**config.mk**
```make
export PLATFORM = sky130hd
export DESIGN_NAME = alu_share_arbiter
export DESIGN_NICKNAME = d
export VERILOG_FILES = /design/src/rtl/alu_share_arbiter.sv
export SDC_FILE = /design/constraint.sdc
export NUM_CORES = 1
export LEC_CHECK = 0
export BUFFER_PORTS_ARGS = -buffer_cell sky130_fd_sc_hd__buf_4
export CAP_MARGIN = 5
export CORE_AREA = 2 2 108 110
export CTS_BUF_LIST = sky130_fd_sc_hd__clkbuf_8 sky130_fd_sc_hd__clkbuf_16
export DETAILED_ROUTE_END_ITERATION = 10
export DIE_AREA = 0 0 110 112
export GPL_TIMING_DRIVEN = 0
export PLACE_DENSITY = 0.52
export SLEW_MARGIN = 20
export SYNTH_ARGS = -nofsm -noshare
export SYNTH_HDL_FRONTEND = slang
export SYNTH_SLANG_ARGS = --single-unit
```
**constraint.sdc**
```tcl
create_clock -name clk_i -period 2.9 [get_ports clk_i]
set_clock_uncertainty 0.2 [all_clocks]
set_input_delay 0.29 -clock clk_i [delete_from_list [all_inputs] [get_ports clk_i]]
set_output_delay 0.29 -clock clk_i [all_outputs]
set_load 0.005 [all_outputs]
```
**src/rtl/alu_share_arbiter.sv**
```systemverilog
// alu_share_arbiter
//   Shares one purely combinational ALU among NUM_REQ requesters. A grant is
//   issued whenever the single-entry response register is empty or is being
//   drained in the same cycle. The winner's func/operands are driven to the
//   ALU, and its result is captured together with the winner's index.
//
// Ports
//   clk_i         clock, rising edge
//   reset_i       synchronous reset, active low
//   req_valid_i   per-requester request valid
//   req_ready_o   per-requester accept (one-hot or zero)
//   req_func_i    packed 4-bit func codes, requester k at [4k+3:4k]
//   req_src1_i    packed 32-bit operand 1, requester k at [32k+31:32k]
//   req_src2_i    packed 32-bit operand 2, same packing
//   alu_func_o    func to the shared ALU
//   alu_src1_o    operand 1 to the shared ALU
//   alu_src2_o    operand 2 to the shared ALU
//   alu_result_i  combinational result returned by the shared ALU
//   rsp_valid_o   response register holds a result
//   rsp_ready_i   consumer accepts the response
//   rsp_data_o    captured ALU result
//   rsp_id_o      index of the requester that produced rsp_data_o
module alu_share_arbiter #(
    parameter int NUM_REQ  = 2,
    parameter int ARB_MODE = 0,
    localparam int IDW     = $clog2(NUM_REQ)
) (
    input  logic                    clk_i,
    input  logic                    reset_i,
    input  logic [NUM_REQ-1:0]      req_valid_i,
    output logic [NUM_REQ-1:0]      req_ready_o,
    input  logic [4*NUM_REQ-1:0]    req_func_i,
    input  logic [32*NUM_REQ-1:0]   req_src1_i,
    input  logic [32*NUM_REQ-1:0]   req_src2_i,
    output logic [3:0]              alu_func_o,
    output logic [31:0]             alu_src1_o,
    output logic [31:0]             alu_src2_o,
    input  logic [31:0]             alu_result_i,
    output logic                    rsp_valid_o,
    input  logic                    rsp_ready_i,
    output logic [31:0]             rsp_data_o,
    output logic [IDW-1:0]          rsp_id_o
);

    localparam logic [0:0] ST_EMPTY = 1'b0;
    localparam logic [0:0] ST_FULL  = 1'b1;

    logic [0:0]     state;
    logic [IDW-1:0] rr_ptr;
    logic [31:0]    rsp_data_p1;
    logic [IDW-1:0] rsp_id_p1;

    logic           can_issue;
    logic           grant_any;
    logic [IDW-1:0] grant_idx;
    logic [IDW-1:0] sel_idx;
    logic           transfer;

    // Increment an index modulo NUM_REQ (NUM_REQ need not be a power of two).
    function automatic logic [IDW-1:0] wrap_inc(input logic [IDW-1:0] idx);
        if (idx == IDW'(NUM_REQ - 1))
            wrap_inc = '0;
        else
            wrap_inc = idx + IDW'(1);
    endfunction

    // Issue is blocked during reset so nothing is accepted that would be dropped.
    assign can_issue = reset_i && ((state == ST_EMPTY) || rsp_ready_i);

    // Scan offsets from highest to lowest so the smallest offset from the
    // search base wins. The base is the RR pointer in round-robin mode, 0 otherwise.
    always_comb begin
        int cand;
        int base;
        cand      = 0;
        base      = (ARB_MODE == 0) ? int'(rr_ptr) : 0;
        grant_any = 1'b0;
        grant_idx = '0;
        if (can_issue) begin
            for (int k = NUM_REQ - 1; k >= 0; k--) begin
                cand = base + k;
                if (cand >= NUM_REQ)
                    cand = cand - NUM_REQ;
                if (req_valid_i[cand]) begin
                    grant_any = 1'b1;
                    grant_idx = IDW'(cand);
                end
            end
        end
    end

    always_comb begin
        req_ready_o = '0;
        for (int k = 0; k < NUM_REQ; k++)
            req_ready_o[k] = grant_any && (grant_idx == IDW'(k));
    end

    // With no grant the ALU sees requester 0, a stable don't-care value.
    assign sel_idx    = grant_any ? grant_idx : '0;
    assign alu_func_o = req_func_i[int'(sel_idx)*4 +: 4];
    assign alu_src1_o = req_src1_i[int'(sel_idx)*32 +: 32];
    assign alu_src2_o = req_src2_i[int'(sel_idx)*32 +: 32];

    assign transfer = |(req_valid_i & req_ready_o);

    // Stage p1: response register, written on transfer, cleared on drain.
    always_ff @(posedge clk_i) begin
        if (!reset_i) begin
            state       <= ST_EMPTY;
            rsp_data_p1 <= '0;
            rsp_id_p1   <= '0;
            rr_ptr      <= '0;
        end else if (transfer) begin
            state       <= ST_FULL;
            rsp_data_p1 <= alu_result_i;
            rsp_id_p1   <= grant_idx;
            if (ARB_MODE == 0)
                rr_ptr <= wrap_inc(grant_idx);
        end else if ((state == ST_FULL) && rsp_ready_i) begin
            state <= ST_EMPTY;
        end
    end

    assign rsp_valid_o = (state == ST_FULL);
    assign rsp_data_o  = rsp_data_p1;
    assign rsp_id_o    = rsp_id_p1;

endmodule

```
# --- After elaboration in Yosys (flattened, before gate mapping) ---
# Cells that the tools add are included.
# Widths: inputs -> output; s select.
word_totals:
  ff_bits: 35
  in_bits: 173
  out_inout_bits: 104
  wordCells: 45
classes:
  n_addsub: 4
  order_cmp: 4
  n_shift: 3
  n_mux: 20
  n_bitwise: 3
  n_reduce_logical: 7
op_table:
  columns: ["operator", "count"]
  rows:
  - ["$mux 32", 4]
  - ["$shiftx 64x7->32", 2]
  - ["$lt 32x3->1 const B", 2]
  - ["$mux 1", 16]
  - ["$shiftx 8x4->4", 1]
  - ["$logic_and 1x1->1", 4]
  - ["$sub 1x2->3 const B", 1]
  - ["$sub 2x2->3 const B", 1]
  - ["$add 1x1->2 const B", 1]
  - ["$and 2x2->2", 1]
  - ["$ge 1x2->1 const B", 1]
  - ["$ge 2x2->1 const B", 1]
  - ["$not 1->1", 2]
  - ["$reduce_bool 2->1", 1]
  - ["$reduce_or 2->1", 1]
  - ["$add 1x1->1 const B", 1]
  - ["$logic_or 1x1->1", 1]

# --- Depth between registers and ports, before layout ---
depth:
  depth_word: 15
  ltp_mapped: 6
  ltp_nobuf: 4

# --- Worst setup path after synthesis ---
# No wires, ideal clock.
synth_path:
  kind: "input port to output port"
  from: "input rsp_ready_i"
  to: "output alu_src1_o[14]"
  arrival_time_ps: 1251
  required_time_ps: 2410
  path_slack_ps: 1159
  stages: 5
  n_path_buf: 2
  cell_sequence: "nand2b_1 > o2111ai_2 > buf_4 > buf_6 > mux2_2"
synth_via:
  elab_chain_len: 5
  word_cells_on_any_way: 6
  classes_between: "shift: 1; mux: 3; reduce/logical: 2"
synth_rtl:
  columns: ["element", "line", "rtl"]
  rows:
  - ["start, declared", "40", "input logic rsp_ready_i,"]
  - ["$logic_or 1x1->1 (*)", "68", "assign can_issue = reset_i && ((state == ST_EMPTY) || rsp_ready_i);"]
  - ["$logic_and 1x1->1 (*)", "68", null]
  - ["$mux 1", "79", "if (can_issue) begin"]
  - ["$mux 1 (*)", "99", "assign sel_idx = grant_any ? grant_idx : '0;"]
  - ["$shiftx 64x7->32 (*)", "101", "assign alu_src1_o = req_src1_i[int'(sel_idx)*32 +: 32];"]
  - ["end, declared", "36", "output logic [31:0] alu_src1_o,"]
# Mark *: on every way between the ends. The rest lies on a longest branch, timed or not.

# --- Final worst setup path ---
layout_path:
  from: "register rr_ptr"
  to: "output alu_src1_o[14]"
layout_via:
  elab_chain_len: 12
  word_cells_on_any_way: 23
  classes_between: "add/sub: 3; order compare: 2; shift: 1; mux: 17"
layout_rtl:
  columns: ["element", "line", "rtl"]
  rows:
  - ["start, declared", "49", "logic [IDW-1:0] rr_ptr;"]
  - ["start signal, assigned", "118", "rr_ptr <= wrap_inc(grant_idx);"]
  - ["$add 1x1->2", "81", "cand = base + k;"]
  - ["$sub 2x2->3 / $ge 2x2->1 (equally long branches)", "83, 82", null]
  - ["$mux 32", "82", "if (cand >= NUM_REQ)"]
  - ["$mux 32", "79", null]
  - ["$mux 1 (implied by the code) (3 in series)", "84", "if (req_valid_i[cand]) begin"]
  - ["$mux 1 (2 in series)", "84", null]
  - ["$mux 1", "79", null]
  - ["$mux 1 (*)", "99", null]
  - ["$shiftx 64x7->32 (*)", "101", null]
# Mark *: on every way between the ends. The rest lies on a longest branch, timed or not. The select of a mux whose other input is x is not followed.

==> impl_metrics.toml <==
[pwr]
power_density_mw_per_mm2 = 374
peakVddDrop_v = 0.000271
cellLeakagePower_nw = 2.45

[route]
drt_iter0_markers = 85
drc_errors = 0
drtAntennaViolNets = 0
firstDrtPassIters = 4
vias = 2757
wl_per_cell_um = 16.9
via_per_inst = 4.20
wl_um = 11100

[placement]
io_buffers = 275
dp_hpwl_um = 9590
routabilityCongestion = 0.720

[worst_setup_path]
crit_slowest_cell = "o2111ai_2"
start_kind = "flip-flop"
crit_path_max_fanout = 10
crit_path_end_kind = "primary output"
crit_arrival_ns = 1.92
cpPeakStageDelay_ns = 0.37
crit_required_ns = 2.41
critical_path.cell_chain = "o2111ai_2, buf_4, buf_6, mux2_2, buf_4"
critPathKind = "flip-flop to primary output"
critPathBufInv = 3
r2r_slack_ns = 1.18
path_common_cell = "buf_4"
cpLargestDelayFamily = "buffers and inverters"

[final_layout]
areaGrowthSynthToFinish_pct = 108
layout_common_cells = "buf_4, mux2_2, dfxtp_1"
fin_nets = 685
fillCellCount = 1154
final_common_cell = "buf_4"
drive_gt1_frac = 0.721
utilization = 0.416

[yosys]
yosysSeqAreaShare = 0.314
synth_top_family_by_area = "multiplexers"
synthTopCellsByArea = "mux2_2, dfxtp_1, mux2i_1"
synth_compound_gate_area_share = 0.116
ys_ff_latch = 35
synth_area_leader_cell = "mux2_2"
synth_area_sq_mm = 0.00223
synth.area.mux_share = 0.411
synth-adder-area-share = 0
synth-simple-area-share = 0.0398
syn_area_per_cell_sq_um = 9.69
yosysWarnings = 0
synth_nets = 403
synth_top_area_share = 0.338
synth_xor_xnor_area_share = 0
yosysUniqueCellTypes = 22
synthCells = 230

[clock_tree]
clk_root_buffer_cell = "clkbuf_16"
cts.clk_slew.worst_paths_ns = 0.06
ctsHoldBuffers = 0
cts_num_sinks = 35
htree_levels = 2
cts_buffer_depth = 2
cts_tree = "yes"
cts_resized = 0
cts_buffers = 5
cts_setup_buffers = 0
clk_latency_ns = 0.27

[global_routing]
grt_pass1_wl_um = 15300
grt_util_all_layers = 0.166
antenna_found_initial = 3
grt_overflow = 0
grt_start_max_net_pins = 13
grt_pass1_vias = 2752

[die]
die_area_sq_mm = 0.0123
pin_count = 277
rows = 39
core_sq_mm = 0.0112
die_w_um = 110
initial_core_util = 0.200
die_y_um = 112

[sta]
post-route-min-period_ns = 2.41
clock.fmax_ghz = 0.414
maxSlewHeadroom = 0.580
tightest_slew_ns = 0.615
rsz0062_at_grt = "false"
tns_ns = 0
hold_viol = 0
finalMaxSlewViolations = 0
period_share = 0.832
setup_viol = 0
timing.hold.ws_ns = 0.0532

[outcome]
status = "finished clean"

[worst_hold_path]
min_path_type = "input port to flip-flop"

[job]
cap_viol_max_count = 0
## per-layer routing
metal  part of all wire  GRT usage  vias up
met5             0.0024          0        -
met4              0.017     0.0422        4
met3               0.15     0.0984       17
met2               0.47      0.270      148
met1               0.36      0.182     1236
li1                   -          -     1352
## cell type report
type	count	area (sq um)	share of cell area
timing repair buffer	275	2060	0.445
multi-input combinational	141	1260	0.272
sequential	35	701	0.151
tap	143	179	0.0385
buffer	19	134	0.0288
inverter	35	131	0.0283
clock buffer	5	125	0.0269
clock inverter	3	43.8	0.00943
antenna	1	2.50	0.000539
## synth_stat cells
library cell,count
buf_4,3
or3_1,1
o21ai_1,6
nand2b_1,1
mux2_1,1
nand2_1,15
clkbuf_1,5
inv_2,1
nor2b_4,1
buf_2,5
a2111oi_0,1
o2111ai_2,1
mux2_2,67
o21ai_0,11
dfxtp_1,35
a31o_2,2
inv_1,34
a21oi_1,1
o211ai_1,17
buf_6,6
mux2i_1,15
nor2_2,1
## power breakdown
group | internal, mW | switching (mW) | leakage [nW]
Combinational | 0.385 | 0.193 | 2.07
Sequential | 0.522 | 0.0236 | 0.291
Clock | 0.405 | 0.206 | 0.0838
Total | 1.31 | 0.423 | 2.45
## per-stage QoR
step / power (mW) / cell area [sq um] / cells / setup WS (ns)
floorplan: 0.748 / 2230 / 230 / 1.16
global placement: 1.14 / 4470 / 648 / 0.677
detailed placement: 1.14 / 4470 / 648 / 0.663
CTS: 1.76 / 4640 / 656 / 0.442
global route: 1.82 / 4640 / 656 / 0.360
finish: 1.74 / 4640 / 657 / 0.487
## sequential cells by signal (all words and copies together), names as in the netlist
name / flops
rsp_id_o: 1
rsp_valid_o: 1
rsp_data_o: 32
rr_ptr: 1
## worst min-delay path: stages
cell	delay, ns
buf_4	0.10
inv_1	0.04
mux2i_1	0.05
## path summary, 6_finish.rpt
check,from,to,depth (start not counted)
worst min-delay path,alu_result_i[6],rsp_data_o[6]$_SDFFE_PN0P_,3
worst max-delay path,rr_ptr$_SDFFE_PN0P_,alu_src1_o[14],5
worst min register to register,rsp_data_o[0]$_SDFFE_PN0P_,rsp_data_o[0]$_SDFFE_PN0P_,2
worst max register to register,rr_ptr$_SDFFE_PN0P_,rsp_id_o$_SDFFE_PN0P_,5
## cells by family (layout without fill, tap and decap cells)
family                 after synthesis  in the layout
AND/OR/NAND/NOR                     19             19
other                                0              1
flip-flops                          35             35
multiplexers                        83             83
buffers and inverters               54            337
AO/OA/AOI/OAI                       39             39
No activity file was read; power rests on OpenSTA's default activity.
